## src/rtl/div_sched_pkg.sv

```systemverilog
// Purpose: shared types and constants for the divider request scheduler.
// Latency: n/a (declarations only).
// Backpressure: n/a (declarations only).
package div_sched_pkg;

    localparam int DATA_W = 8;

    // Scheduler FSM states, 2-bit encoding.
    typedef enum logic [1:0] {
        ST_IDLE   = 2'd0,
        ST_ISSUE  = 2'd1,
        ST_WAIT   = 2'd2,
        ST_OUTPUT = 2'd3
    } state_e;

    // Operand pair as stored in the request FIFO (tag is packed alongside,
    // outside this struct, because its width is a top-level parameter).
    typedef struct packed {
        logic [DATA_W-1:0] dividend;
        logic [DATA_W-1:0] divisor;
    } operands_t;

endpackage

```

## src/rtl/div_req_fifo.sv

```systemverilog
// Purpose: synchronous request FIFO (power-of-two depth) feeding the scheduler.
// Latency: a pushed entry is visible at the head on the cycle after the push.
// Backpressure: full_o blocks pushes (even with a same-cycle pop); pop on empty is ignored.
//
// Ports:
//   clk_i, rst_ni      clock, synchronous active-low reset
//   push_i/push_dat_i  write request and data
//   pop_i/pop_dat_o    read request and head-of-queue data (combinational)
//   full_o, empty_o    status flags
//   count_o            number of stored entries (0..DEPTH)
module div_req_fifo #(
    parameter int W     = 20,
    parameter int DEPTH = 4
) (
    input  logic                       clk_i,
    input  logic                       rst_ni,
    input  logic                       push_i,
    input  logic [W-1:0]               push_dat_i,
    input  logic                       pop_i,
    output logic [W-1:0]               pop_dat_o,
    output logic                       full_o,
    output logic                       empty_o,
    output logic [$clog2(DEPTH):0]     count_o
);

    localparam int AW    = $clog2(DEPTH);
    localparam int CNT_W = AW + 1;

    logic [W-1:0]     mem_q [DEPTH];
    logic [AW-1:0]    wr_ptr_q, wr_ptr_d;
    logic [AW-1:0]    rd_ptr_q, rd_ptr_d;
    logic [CNT_W-1:0] count_q, count_d;
    logic             do_push;
    logic             do_pop;

    assign full_o    = (count_q == CNT_W'(DEPTH));
    assign empty_o   = (count_q == '0);
    assign count_o   = count_q;
    assign pop_dat_o = mem_q[rd_ptr_q];

    // Push is qualified by the registered full flag, so a pop in the same
    // cycle never frees room for a push while full.
    assign do_push = push_i & ~full_o;
    assign do_pop  = pop_i & ~empty_o;

    always_comb begin
        wr_ptr_d = wr_ptr_q;
        rd_ptr_d = rd_ptr_q;
        count_d  = count_q;
        // Pointers are AW bits wide, so increment wraps modulo DEPTH.
        if (do_push) begin
            wr_ptr_d = wr_ptr_q + 1'b1;
        end
        if (do_pop) begin
            rd_ptr_d = rd_ptr_q + 1'b1;
        end
        case ({do_push, do_pop})
            2'b10:   count_d = count_q + 1'b1;
            2'b01:   count_d = count_q - 1'b1;
            default: count_d = count_q;
        endcase
    end

    always_ff @(posedge clk_i) begin
        if (!rst_ni) begin
            wr_ptr_q <= '0;
            rd_ptr_q <= '0;
            count_q  <= '0;
        end else begin
            wr_ptr_q <= wr_ptr_d;
            rd_ptr_q <= rd_ptr_d;
            count_q  <= count_d;
        end
    end

    // Storage needs no reset: entries are only read after being written.
    always_ff @(posedge clk_i) begin
        if (do_push) begin
            mem_q[wr_ptr_q] <= push_dat_i;
        end
    end

endmodule

```

## src/rtl/div_request_scheduler.sv

```systemverilog
// Purpose: streams buffered (dividend, divisor, tag) requests through a single-shot divider.
// Latency: out_valid 3 cycles + divider latency after a request reaches an empty, idle scheduler.
// Backpressure: in_ready = !fifo_full; while a result waits for out_ready nothing new is issued.
//
// Ports:
//   clk, reset                       clock, synchronous active-low reset
//   in_valid/in_ready/in_*           request stream (dividend, divisor, tag)
//   div_start/div_dividend/divisor   start pulse and held operands to the divider
//   div_done/error/quotient/remainder divider result (done is a level; its rising edge completes)
//   out_valid/out_ready/out_*        result stream (quotient, remainder, error, tag)
//   busy, occupancy                  FSM-not-idle flag and FIFO entry count
// Build option: define DIV_TIMEOUT_EN to force an error result after TIMEOUT
//   cycles in WAIT with no done edge; undefined, WAIT waits forever.
module div_request_scheduler
    import div_sched_pkg::*;
#(
    parameter int DEPTH   = 4,
    parameter int TAG_W   = 4,
    parameter int TIMEOUT = 32
) (
    input  logic                    clk,
    input  logic                    reset,
    input  logic                    in_valid,
    output logic                    in_ready,
    input  logic [DATA_W-1:0]       in_dividend,
    input  logic [DATA_W-1:0]       in_divisor,
    input  logic [TAG_W-1:0]        in_tag,
    output logic                    div_start,
    output logic [DATA_W-1:0]       div_dividend,
    output logic [DATA_W-1:0]       div_divisor,
    input  logic                    div_done,
    input  logic                    div_error,
    input  logic [DATA_W-1:0]       div_quotient,
    input  logic [DATA_W-1:0]       div_remainder,
    output logic                    out_valid,
    input  logic                    out_ready,
    output logic [DATA_W-1:0]       out_quotient,
    output logic [DATA_W-1:0]       out_remainder,
    output logic                    out_error,
    output logic [TAG_W-1:0]        out_tag,
    output logic                    busy,
    output logic [$clog2(DEPTH):0]  occupancy
);

    localparam int ENTRY_W = 2 * DATA_W + TAG_W;

    state_e            state_q, state_d;
    logic [DATA_W-1:0] dividend_q, dividend_d;
    logic [DATA_W-1:0] divisor_q, divisor_d;
    logic [TAG_W-1:0]  tag_q, tag_d;
    logic [DATA_W-1:0] res_quo_q, res_quo_d;
    logic [DATA_W-1:0] res_rem_q, res_rem_d;
    logic              res_err_q, res_err_d;
    logic [TAG_W-1:0]  res_tag_q, res_tag_d;
    logic              done_q;

    logic               fifo_full;
    logic               fifo_empty;
    logic               fifo_pop;
    logic [ENTRY_W-1:0] fifo_head;
    operands_t          head_ops;
    logic [TAG_W-1:0]   head_tag;
    logic               done_rise;
    logic               tmo_hit;

    div_req_fifo #(
        .W     (ENTRY_W),
        .DEPTH (DEPTH)
    ) u_fifo (
        .clk_i      (clk),
        .rst_ni     (reset),
        .push_i     (in_valid),
        .push_dat_i ({in_tag, in_dividend, in_divisor}),
        .pop_i      (fifo_pop),
        .pop_dat_o  (fifo_head),
        .full_o     (fifo_full),
        .empty_o    (fifo_empty),
        .count_o    (occupancy)
    );

    assign {head_tag, head_ops} = fifo_head;

    // The divider holds done high until the next start, so only a rising
    // edge marks a new completion.
    assign done_rise = div_done & ~done_q;

`ifdef DIV_TIMEOUT_EN
    localparam int TMO_W = $clog2(TIMEOUT + 1);
    logic [TMO_W-1:0] tmo_cnt_q;

    // Counts WAIT cycles from 0; hitting TIMEOUT-1 means the transition to
    // OUTPUT lands exactly TIMEOUT cycles after WAIT was entered.
    always_ff @(posedge clk) begin
        if (!reset) begin
            tmo_cnt_q <= '0;
        end else if (state_q == ST_WAIT) begin
            tmo_cnt_q <= tmo_cnt_q + 1'b1;
        end else begin
            tmo_cnt_q <= '0;
        end
    end

    assign tmo_hit = (state_q == ST_WAIT) && (tmo_cnt_q == TMO_W'(TIMEOUT - 1));
`else
    assign tmo_hit = 1'b0;
`endif

    always_comb begin
        state_d    = state_q;
        dividend_d = dividend_q;
        divisor_d  = divisor_q;
        tag_d      = tag_q;
        res_quo_d  = res_quo_q;
        res_rem_d  = res_rem_q;
        res_err_d  = res_err_q;
        res_tag_d  = res_tag_q;
        fifo_pop   = 1'b0;

        case (state_q)
            ST_IDLE: begin
                if (!fifo_empty) begin
                    fifo_pop   = 1'b1;
                    dividend_d = head_ops.dividend;
                    divisor_d  = head_ops.divisor;
                    tag_d      = head_tag;
                    state_d    = ST_ISSUE;
                end
            end
            ST_ISSUE: begin
                state_d = ST_WAIT;
            end
            ST_WAIT: begin
                // A real completion takes priority over a same-cycle timeout.
                if (done_rise) begin
                    res_err_d = div_error;
                    res_quo_d = div_error ? '0 : div_quotient;
                    res_rem_d = div_error ? '0 : div_remainder;
                    res_tag_d = tag_q;
                    state_d   = ST_OUTPUT;
                end else if (tmo_hit) begin
                    res_err_d = 1'b1;
                    res_quo_d = '0;
                    res_rem_d = '0;
                    res_tag_d = tag_q;
                    state_d   = ST_OUTPUT;
                end
            end
            ST_OUTPUT: begin
                if (out_ready) begin
                    state_d = ST_IDLE;
                end
            end
            default: begin
                state_d = ST_IDLE;
            end
        endcase
    end

    always_ff @(posedge clk) begin
        if (!reset) begin
            state_q    <= ST_IDLE;
            dividend_q <= '0;
            divisor_q  <= '0;
            tag_q      <= '0;
            res_quo_q  <= '0;
            res_rem_q  <= '0;
            res_err_q  <= 1'b0;
            res_tag_q  <= '0;
            done_q     <= 1'b0;
        end else begin
            state_q    <= state_d;
            dividend_q <= dividend_d;
            divisor_q  <= divisor_d;
            tag_q      <= tag_d;
            res_quo_q  <= res_quo_d;
            res_rem_q  <= res_rem_d;
            res_err_q  <= res_err_d;
            res_tag_q  <= res_tag_d;
            done_q     <= div_done;
        end
    end

    assign in_ready      = ~fifo_full;
    assign div_start     = (state_q == ST_ISSUE);
    assign div_dividend  = dividend_q;
    assign div_divisor   = divisor_q;
    assign out_valid     = (state_q == ST_OUTPUT);
    assign out_quotient  = res_quo_q;
    assign out_remainder = res_rem_q;
    assign out_error     = res_err_q;
    assign out_tag       = res_tag_q;
    assign busy          = (state_q != ST_IDLE);

endmodule
```

## config.mk

```make
export PLATFORM = sky130hd
export DESIGN_NAME = div_request_scheduler
export DESIGN_NICKNAME = d
export VERILOG_FILES = /design/src/rtl/div_sched_pkg.sv /design/src/rtl/div_req_fifo.sv /design/src/rtl/div_request_scheduler.sv
export SDC_FILE = /design/constraint.sdc
export NUM_CORES = 1
export LEC_CHECK = 0
export BUFFER_PORTS_ARGS = -buffer_cell sky130_fd_sc_hd__buf_2
export CAP_MARGIN = 30
export CORE_ASPECT_RATIO = 0.7
export CORE_UTILIZATION = 35
export DETAILED_ROUTE_END_ITERATION = 10
export PLACE_DENSITY = 0.66
export SLEW_MARGIN = 20
export SYNTH_ARGS = -nofsm -noshare
export SYNTH_HDL_FRONTEND = slang
export SYNTH_SLANG_ARGS = --single-unit
```

## constraint.sdc

```tcl
create_clock -name clk -period 3.3 [get_ports clk]
set_input_delay 0.33 -clock clk [delete_from_list [all_inputs] [get_ports clk]]
set_output_delay 0.33 -clock clk [all_outputs]
set_load 0.01 [all_outputs]
```

; ---- Yosys cells after proc, flatten, opt, wreduce, memory -nomap -nowiden
; Memory sizes are Yosys's and may differ from the RTL's. A register that Yosys moved wholly into a read port is not among the register bits.
; Index checks and enable logic that the tools add are counted.
; Widths: inputs -> output; s select.
[totals]
elab_cells = 48
regBits = 31
input_bits = 42
output_inout_bits = 44
ram_bits = 80
mem_count = 1
[memory_table]
columns = memory, words, word_bits, rd, rd_ports_with_merged_regs, write_ports, line
row1 = u_fifo.mem_q, 4, 20, 1, 1, 1, div_req_fifo.sv:29  ; logic [W-1:0] mem_q [DEPTH];
[op_classes]
n_eq_ne = 9
n_reduce_logical = 8
n_addsub = 4
n_mux = 11
bitwise_logic = 6
[op_table]
columns = op, n
row1 = $mux 8, 2
row2 = $pmux 2 s4, 1
row3 = $eq 2x2->1 const B, 3
row4 = $mux 2, 3
row5 = $pmux 3 s2, 1
row6 = $add 2x1->2 const B, 2
row7 = $eq 2x1->1 const B, 2
row8 = $mux 1, 4
row9 = $ne 2x2->1 const B, 2
row10 = $reduce_and 2->1, 2
row11 = $reduce_bool 2->1, 2
row12 = $add 3x1->3 const B, 1
row13 = $and 1x1->1, 3
row14 = $eq 3x3->1 const B, 1
row15 = $logic_not 3->1, 1
row16 = $not 1->1, 3
row17 = $reduce_and 3->1, 1
row18 = $sub 3x1->3 const B, 1
row19 = $logic_not 2->1, 1
row20 = $ne 2x1->1 const B, 1
row21 = $logic_not 1->1, 1

; ---- Longest topological paths before layout
; Gate-level depths: netlist of the first run.
[depth]
ltp_word = 6
mapped_depth = 9
ltp_nobuf = 9

; ---- Modules after synthesis
; Synthesis of the first run repeated with hierarchy kept, for this count alone.
[unflattened]
hier_cells = 360
hier_area_um2 = 5182.5
[by_module_without_submodules]
columns = mod, area_each_um2, seq_area_each_um2, cells_per_inst, instances
row1 = div_req_fifo, 3379.5, 2582.5, 158, 1
row2 = div_request_scheduler, 1803.0, 880.8, 202, 1

; ---- Worst setup path after synthesis of the first run
; OpenSTA, ideal clock, no wires.
[synth_path]
kind = flip-flop to flip-flop
from = register state_q[0]
to = register u_fifo.count_q[2] (netlist: u_fifo.count_o[2])
required_time_ps = 3229
slack_ps = 1138
synth_period_minus_slack_ps = 2162
path_stages_with_launch = 10
arrival_ps = 2091
setup_ps = 71
path_buffers = 0
cell_sequence = dfxtp_1 > inv_1 > ha_1 > o31ai_2 > inv_1 > ha_1 > fa_1 > xnor2_1 > or3_2 > a21oi_1
[synth_between]
elab_chain_cells = 5
word_cells_on_any_way = 7
cone_classes = eq/ne (2) / mux (2) / bitwise (1) / reduce/logical (2)
[synth_rtl]
columns = element, line
row1 = "start, declared", div_request_scheduler.sv:47  ; state_e state_q, state_d;
row2 = "start signal, assigned", div_request_scheduler.sv:171  ; state_q <= state_d;
row3 = $logic_not 2->1 (*), div_request_scheduler.sv:119  ; case (state_q)
row4 = $mux 1 (*), div_request_scheduler.sv:119
row5 = net fifo_pop, div_request_scheduler.sv:59  ; logic fifo_pop;
row6 = $and 1x1->1 (*), div_req_fifo.sv:44  ; assign do_pop = pop_i & ~empty_o;
row7 = $eq 2x1->1 / $eq 2x2->1 (equally long branches), div_req_fifo.sv:57  ; case ({do_push, do_pop})
row8 = $pmux 3 s2 / $reduce_bool 2->1 (equally long branches), --
row9 = "end signal, assigned", div_req_fifo.sv:72  ; count_q <= count_d;
row10 = "end, declared", div_req_fifo.sv:32  ; logic [CNT_W-1:0] count_q, count_d;
; Mark *: on every way through the listed nets, which the timed path passes. The rest lies on a longest branch.
; A chain may end at the register's enable or synchronous reset.

; ---- Final worst setup path of the first run
; Ends and elaborated chain as after synthesis.

==> results of run 1 <==
-- cell families (layout without fill, tap and decap cells) --
logic type | count (synthesis) | count (layout) | synth area share
xor+xnor | 4 | 4 | 0.00713
mux | 22 | 22 | 0.0957
flops | 131 | 131 | 0.697
buf+inv | 25 | 128 | 0.0272
fa+ha+maj | 10 | 10 | 0.0270
compound gates | 52 | 52 | 0.0751
simple gates | 65 | 65 | 0.0713
-- through the flow --
stage | setup slack [ps] | hold slack, ps | std cells | util | power [mW]
floorplan | 1140 | 429 | 309 | - | 2.94
global placement | 1070 | 435 | 563 | 0.408 | 3.23
detailed placement | 986 | 442 | 564 | 0.409 | 3.28
CTS | 970 | 118 | 596 | 0.452 | 5.13
global route | 801 | 113 | 597 | 0.453 | 5.35
finish | 967 | 132 | 597 | 0.453 | 5.09
-- metal layers --
metal  GRT usage  part of all wire
met5           0            0.0029
met4      0.0417            0.0030
met3      0.0690             0.066
met2       0.224              0.46
met1       0.186              0.47
-- cell type report --
type                       instances  area, um2  area share
multi-input combinational        153       1360       0.223
clock inverter                    14        156      0.0257
sequential                       131       3420       0.562
timing repair buffer              89        467      0.0766
clock buffer                      18        429      0.0704
tap                              185        231      0.0380
inverter                           7       26.3     0.00431
-- state kept, by name, indices dropped and copies added, names as in the netlist --
register,flops
done_q,1
div_dividend,8
u_fifo.rd_ptr_q,2
out_error,1
out_tag,4
out_quotient,8
div_divisor,8
tag_q,4
u_fifo.mem_q,80
state_q,2
u_fifo.count_o,3
u_fifo.wr_ptr_q,2
out_remainder,8
-- worst register-to-register path, cell delays in order, from the launching register on --
cell	delay (ps)
dfxtp_1	380
inv_1	80
ha_1	260
o31ai_2	130
inv_1	100
ha_1	250
fa_1	380
xnor2_1	140
or3_2	400
a21oi_1	140
-- how the worst max path moves through the flow --
stage / cells past startpoint / slack [ps] / end / start
floorplan: 9 / 1140 / u_fifo.count_o[2] / state_q[0]
global placement: 9 / 1070 / u_fifo.count_o[2] / state_q[0]
detailed placement: 9 / 990 / u_fifo.count_o[2] / state_q[0]
CTS: 9 / 970 / u_fifo.count_o[2] / state_q[0]
global route: 9 / 800 / u_fifo.count_o[2] / state_q[0]
finish: 9 / 970 / u_fifo.count_o[2] / state_q[0]
-- placed cells by master (no fill, tap or decap), types with 3 or more instances in the layout --
| cell type | synthesis | layout |
|---|---|---|
| a21oi_1 | 22 | 22 |
| a22o_1 | 20 | 20 |
| nand2_1 | 29 | 29 |
| edfxtp_1 | 80 | 80 |
| dfxtp_1 | 51 | 50 |
| ha_1 | 9 | 9 |
| nand3b_1 | 17 | 17 |
| clkbuf_16 | 0 | 17 |
| xor2_1 | 3 | 3 |
| and3_2 | 4 | 4 |
| buf_2 | 2 | 85 |
| clkinv_4 | 0 | 5 |
| nor2_1 | 5 | 4 |
| clkinvlp_4 | 0 | 4 |
| mux4_2 | 20 | 20 |
| inv_1 | 7 | 7 |
-- power by group through the flow --
stage | combinational (mW) | clock [mW] | sequential (mW)
finish | 1.07 | 1.84 | 2.18
global route | 1.18 | 1.95 | 2.22
CTS | 1.07 | 1.87 | 2.19
detailed placement | 1.06 | 0 | 2.22
global placement | 1.02 | 0 | 2.21
floorplan | 0.753 | 0 | 2.18
==> results.toml, run 1 <==
[outcome]
status = "finished, final reports clean"

[die]
die_area_mm2 = 0.0145
coreArea_mm2 = 0.0134
die_h_um = 101
start_util = 0.366
num_io_pins = 86
rows = 35
die_w_um = 144

[setup_path]
crit_path_end_kind = "flip-flop"
critPathMaxStageDelay_ps = 400
r2r_end = "u_fifo.count_o[2]"
worst-path-buf-inv = 2
crit_slowest_cell = "or3_2"
cp.arrival_ps = 2670
required_ps = 3640
r2r_cells = 9
r2r_start = "state_q[0]"
crit_chain = "inv_1, ha_1, o31ai_2, inv_1, ha_1, fa_1, xnor2_1, or3_2, a21oi_1"
r2r_setup_slack_ps = 970
critPathKind = "flip-flop to flip-flop"
cp_max_fo = 5
start_kind = "flip-flop"
crit_family = "adder cells"

[yosys]
ys_top_cells_by_area = "edfxtp_1 49%, dfxtp_1 21%, mux4_2 9.2%"
synth_edf_count = 80
ys_top_cells_by_count = "80 x edfxtp_1, 51 x dfxtp_1, 29 x nand2_1"
synth.avg_cell_area_um2 = 15.9
ys_seq_area_frac = 0.697
ys_warn_count = 0
yosysMostFrequentCell = "edfxtp_1"
synth_ff_type = "edfxtp_1"
mappedNetlistNets = 361
syn-cell-area_mm2 = 0.00491
syn_inst = 309
yosysTopAreaCellShare = 0.489
ys_seq_elements = 131
yosysUniqueCellTypes = 35
synthArstFlopShare = 0
yosysTopAreaCell = "edfxtp_1"

[timing]
skew_ps = 7.48
fmax_mhz = 429
rsz0062_at_grt = "no"
tightest_slew_ps = 830
timing.final.crit_share = 0.707
final.min_clock_period_ps = 2330
slew_headroom = 0.445
finalMaxSlewViolations = 0
final-hold-violation-count = 0
setup_viol = 0
tns_ps = 0

[power]
clock_power_share = 0.361
power.internal_mw = 3.63
max-vdd-ir-drop_mv = 0.403
p_leak_nw = 2.29
power_density_mw_per_mm2 = 835
p_comb_frac = 0.210
seqPwrFrac = 0.429
switchingPower_mw = 1.46
switching_share = 0.287

[min_path]
hp-class = "primary input to flip-flop"
holdPathStages = 1
min-delay-start = "in_divisor[6]"
hold_path_end = "u_fifo.mem_q[1][6]"

[drt]
wl_per_cell_um = 16.5
totalWireLength_mm = 9.88
via_count = 2864
avgViaCountPerCell = 4.80
drt_iter0_markers = 105
final_antenna_net_count = 0
dr.pass1.iters = 7
drc = 0

[cts]
clockBufferDepth = 2
hold_buffers = 0
cts_max_level = 4
post_cts_buffers = 0
cts_buffers = 17
path_clk_slew_ps = 60
cts_resized = 0
clock_latency_ps = 410
root_buffer = "clkbuf_16"
tritoncts = "yes"
clkSinkCount = 131

[placement]
place.gp.congestion = 0.721
io_buffers = 85
placed_area_mm2 = 0.00550
hpwl_mm = 6.16

[layout]
nets = 451
drive_gt1_frac = 0.364
area_growth_pct = 24.0
antenna_cells = 0
num-fill-cells = 1205
design_area_mm2 = 0.00609

[grt]
grt_usage = 0.146
antenna_found_initial = 2
grt_max_degree = 29
grt_pass1_vias = 2828
grt_overflow = 0
grt_pass1_wl_mm = 15.2

[job]
maxCapViolations = 0
Power figures use the tool's default switching activity.
==> run 2: changes to the inputs <==
- ABC_AREA: not set -> 1
- clock period: 3.3 -> 2.2 ns (I/O delays scaled with it)
==> run 2 against run 1 <==
Power is 70% higher; non-clock buffer count grew 8; die area rose by 11%; global-route usage shrank 0.11 points; sequential power is 50% higher; register-to-register slack got worse by 730 ps; worst setup slack got worse by 730 ps; highest routed layer unchanged; largest power group unchanged; combinational power increased by 130%; sequential share of layout area fell by 5.1 points; fmax rose by 19%; largest cell class unchanged.
==> results.toml, run 2 <==
[timing]
tns_ps = 0
final-hold-violation-count = 0
setup_viol = 0
skew_ps = 9.33
tightest_slew_ps = 357
fmax_mhz = 508
timing.final.crit_share = 0.894
finalMaxSlewViolations = 0
rsz0062_at_grt = "no"
slew_headroom = 0.762
final.min_clock_period_ps = 1970

[yosys]
synth-xor-area-share = 0.00160
synth_ff_type = "edfxtp_1"
yosysUniqueCellTypes = 25
yosys.area_share.simple = 0.208
synth_edf_count = 80
synthAdderAreaFrac = 0.0242
synth_top_family_by_area = "simple AND/OR/NAND/NOR gates"
syn_inst = 580
syn-cell-area_mm2 = 0.00548
mappedNetlistNets = 632
ys_seq_elements = 131
yosysMostFrequentCell = "nand2_1"
synth-compound-area-share = 0.0505
ys_warn_count = 0
ys_top_cells_by_count = "127 x nand2_1, 100 x nor2_1, 84 x inv_1"
ys_top_cells_by_area = "edfxtp_1 44%, dfxtp_1 19%, nand2_1 8.7%"
synthArstFlopShare = 0
yosysTopAreaCellShare = 0.439
ys_seq_area_frac = 0.625
synth.avg_cell_area_um2 = 9.44
synth.area.mux_share = 0
yosysTopAreaCell = "edfxtp_1"

[die]
num_io_pins = 86
die_w_um = 152
start_util = 0.365
die_area_mm2 = 0.0162
die_h_um = 107
coreArea_mm2 = 0.0150
rows = 37

[layout]
fin_cells = 879
regMostFlops = "u_fifo.mem_q"
layout_commonest_cell = "nand2_1"
drive_gt1_frac = 0.202
area_growth_pct = 22.3
largest_reg_flops = 80
final_cell_mix = "127 x nand2_1, 96 x nor2_1, 85 x buf_2"
finish.utilization = 0.447
antenna_cells = 0
nets = 723

[grt]
grt_overflow = 0
antenna_found_initial = 1
grt_pass1_wl_mm = 17.5
grt_usage = 0.145
grt_max_degree = 66
grt_pass1_vias = 3567

[cts]
tritoncts = "yes"
clock_latency_ps = 410
clkSinkCount = 131
clockBufferDepth = 2
cts_resized = 0
cts_buffers = 17
root_buffer = "clkbuf_16"
cts_max_level = 4
post_cts_buffers = 0
hold_buffers = 0
path_clk_slew_ps = 60

[drt]
dr.pass1.iters = 6
drt_iter0_markers = 147
avgViaCountPerCell = 4.29
via_count = 3774
drc = 0
totalWireLength_mm = 11.1
wl_per_cell_um = 12.6
final_antenna_net_count = 0

[outcome]
status = "finished, final reports clean"

[min_path]
hold_path_end = "u_fifo.mem_q[1][3]"
min-delay-start = "in_divisor[3]"
holdPathStages = 1
hp-class = "primary input to flip-flop"

[power]
p_comb_frac = 0.289
seqPwrFrac = 0.379
p_leak_nw = 2.89
switching_share = 0.329
total_power_mw = 8.63
switchingPower_mw = 2.84
max-vdd-ir-drop_mv = 0.611
power.internal_mw = 5.80
power_density_mw_per_mm2 = 1290
clock_power_share = 0.332

[setup_path]
r2r_cells = 10
r2r_setup_slack_ps = 230
crit_slowest_cell = "fa_1"
cp_max_fo = 4
crit_chain = "inv_1, ha_1, nand2_2, inv_4, ha_1, fa_1, nor2_1, nor2_1, o21ai_0, a21oi_1"
required_ps = 2490
worst-path-buf-inv = 2
crit_family = "adder cells"
cp.arrival_ps = 2260
cp-startpoint = "state_q[0]"
critPathMaxStageDelay_ps = 400
critPathKind = "flip-flop to flip-flop"
r2r_start = "state_q[0]"
r2r_end = "u_fifo.count_o[2]"
crit_path_end_kind = "flip-flop"
start_kind = "flip-flop"

[placement]
hpwl_mm = 7.05
place.gp.congestion = 0.730
io_buffers = 85
dp_cells = 847

[job]
maxCapViolations = 0
run 2: through the flow:
stage,hold WS (ps),area (um2),setup slack (ps)
final,22.2,6700,233
after global placement,434,6090,297
after CTS,7.93,6700,231
after detailed placement,435,6090,241
after global routing,13.8,6700,30.2
after floorplan,313,5480,113
run 2: worst max path at each step:
stage	cells past startpoint	to	slack, ps
floorplan	4	u_fifo.mem_q[0][0]	110
global placement	11	u_fifo.count_o[2]	300
detailed placement	10	u_fifo.count_o[2]	240
CTS	11	u_fifo.count_o[2]	230
global route	11	u_fifo.count_o[2]	30
finish	10	u_fifo.count_o[2]	230
run 2: cell type report:
cell class,instances,area (um2)
fillers,1447,8300
flip-flops and latches,131,3420
multi-input cells,338,1570
repair buffers,97,528
clock buffers,21,460
inverters,86,325
well taps,195,244
clock inverters,11,151
run 2: power groups by stage:
stage	clock network [mW]	logic [mW]	registers, mW
finish	2.87	2.50	3.27
CTS	2.92	2.54	3.28
floorplan	0	1.78	3.36
detailed placement	0	2.53	3.32
global route	3.01	2.86	3.33
global placement	0	2.49	3.31
run 2: logic make-up after synthesis:
| group | Yosys count |
|---|---|
| DFF | 131 |
| and+or+nand+nor | 273 |
| adders and majority gates | 10 |
| buffers and inverters | 111 |
| AOI/OAI and AO/OA | 54 |
| xor gates and xnor gates | 1 |
run 2: metal layers:
layer	share of wire	wire, um	track usage	vias to the layer above
li1	-	-	-	2003
met1	0.49	5410	0.179	1663
met2	0.45	4940	0.241	90
met3	0.053	589	0.0443	16
met4	0.011	125	0.0488	2
met5	0.00072	8	0	-
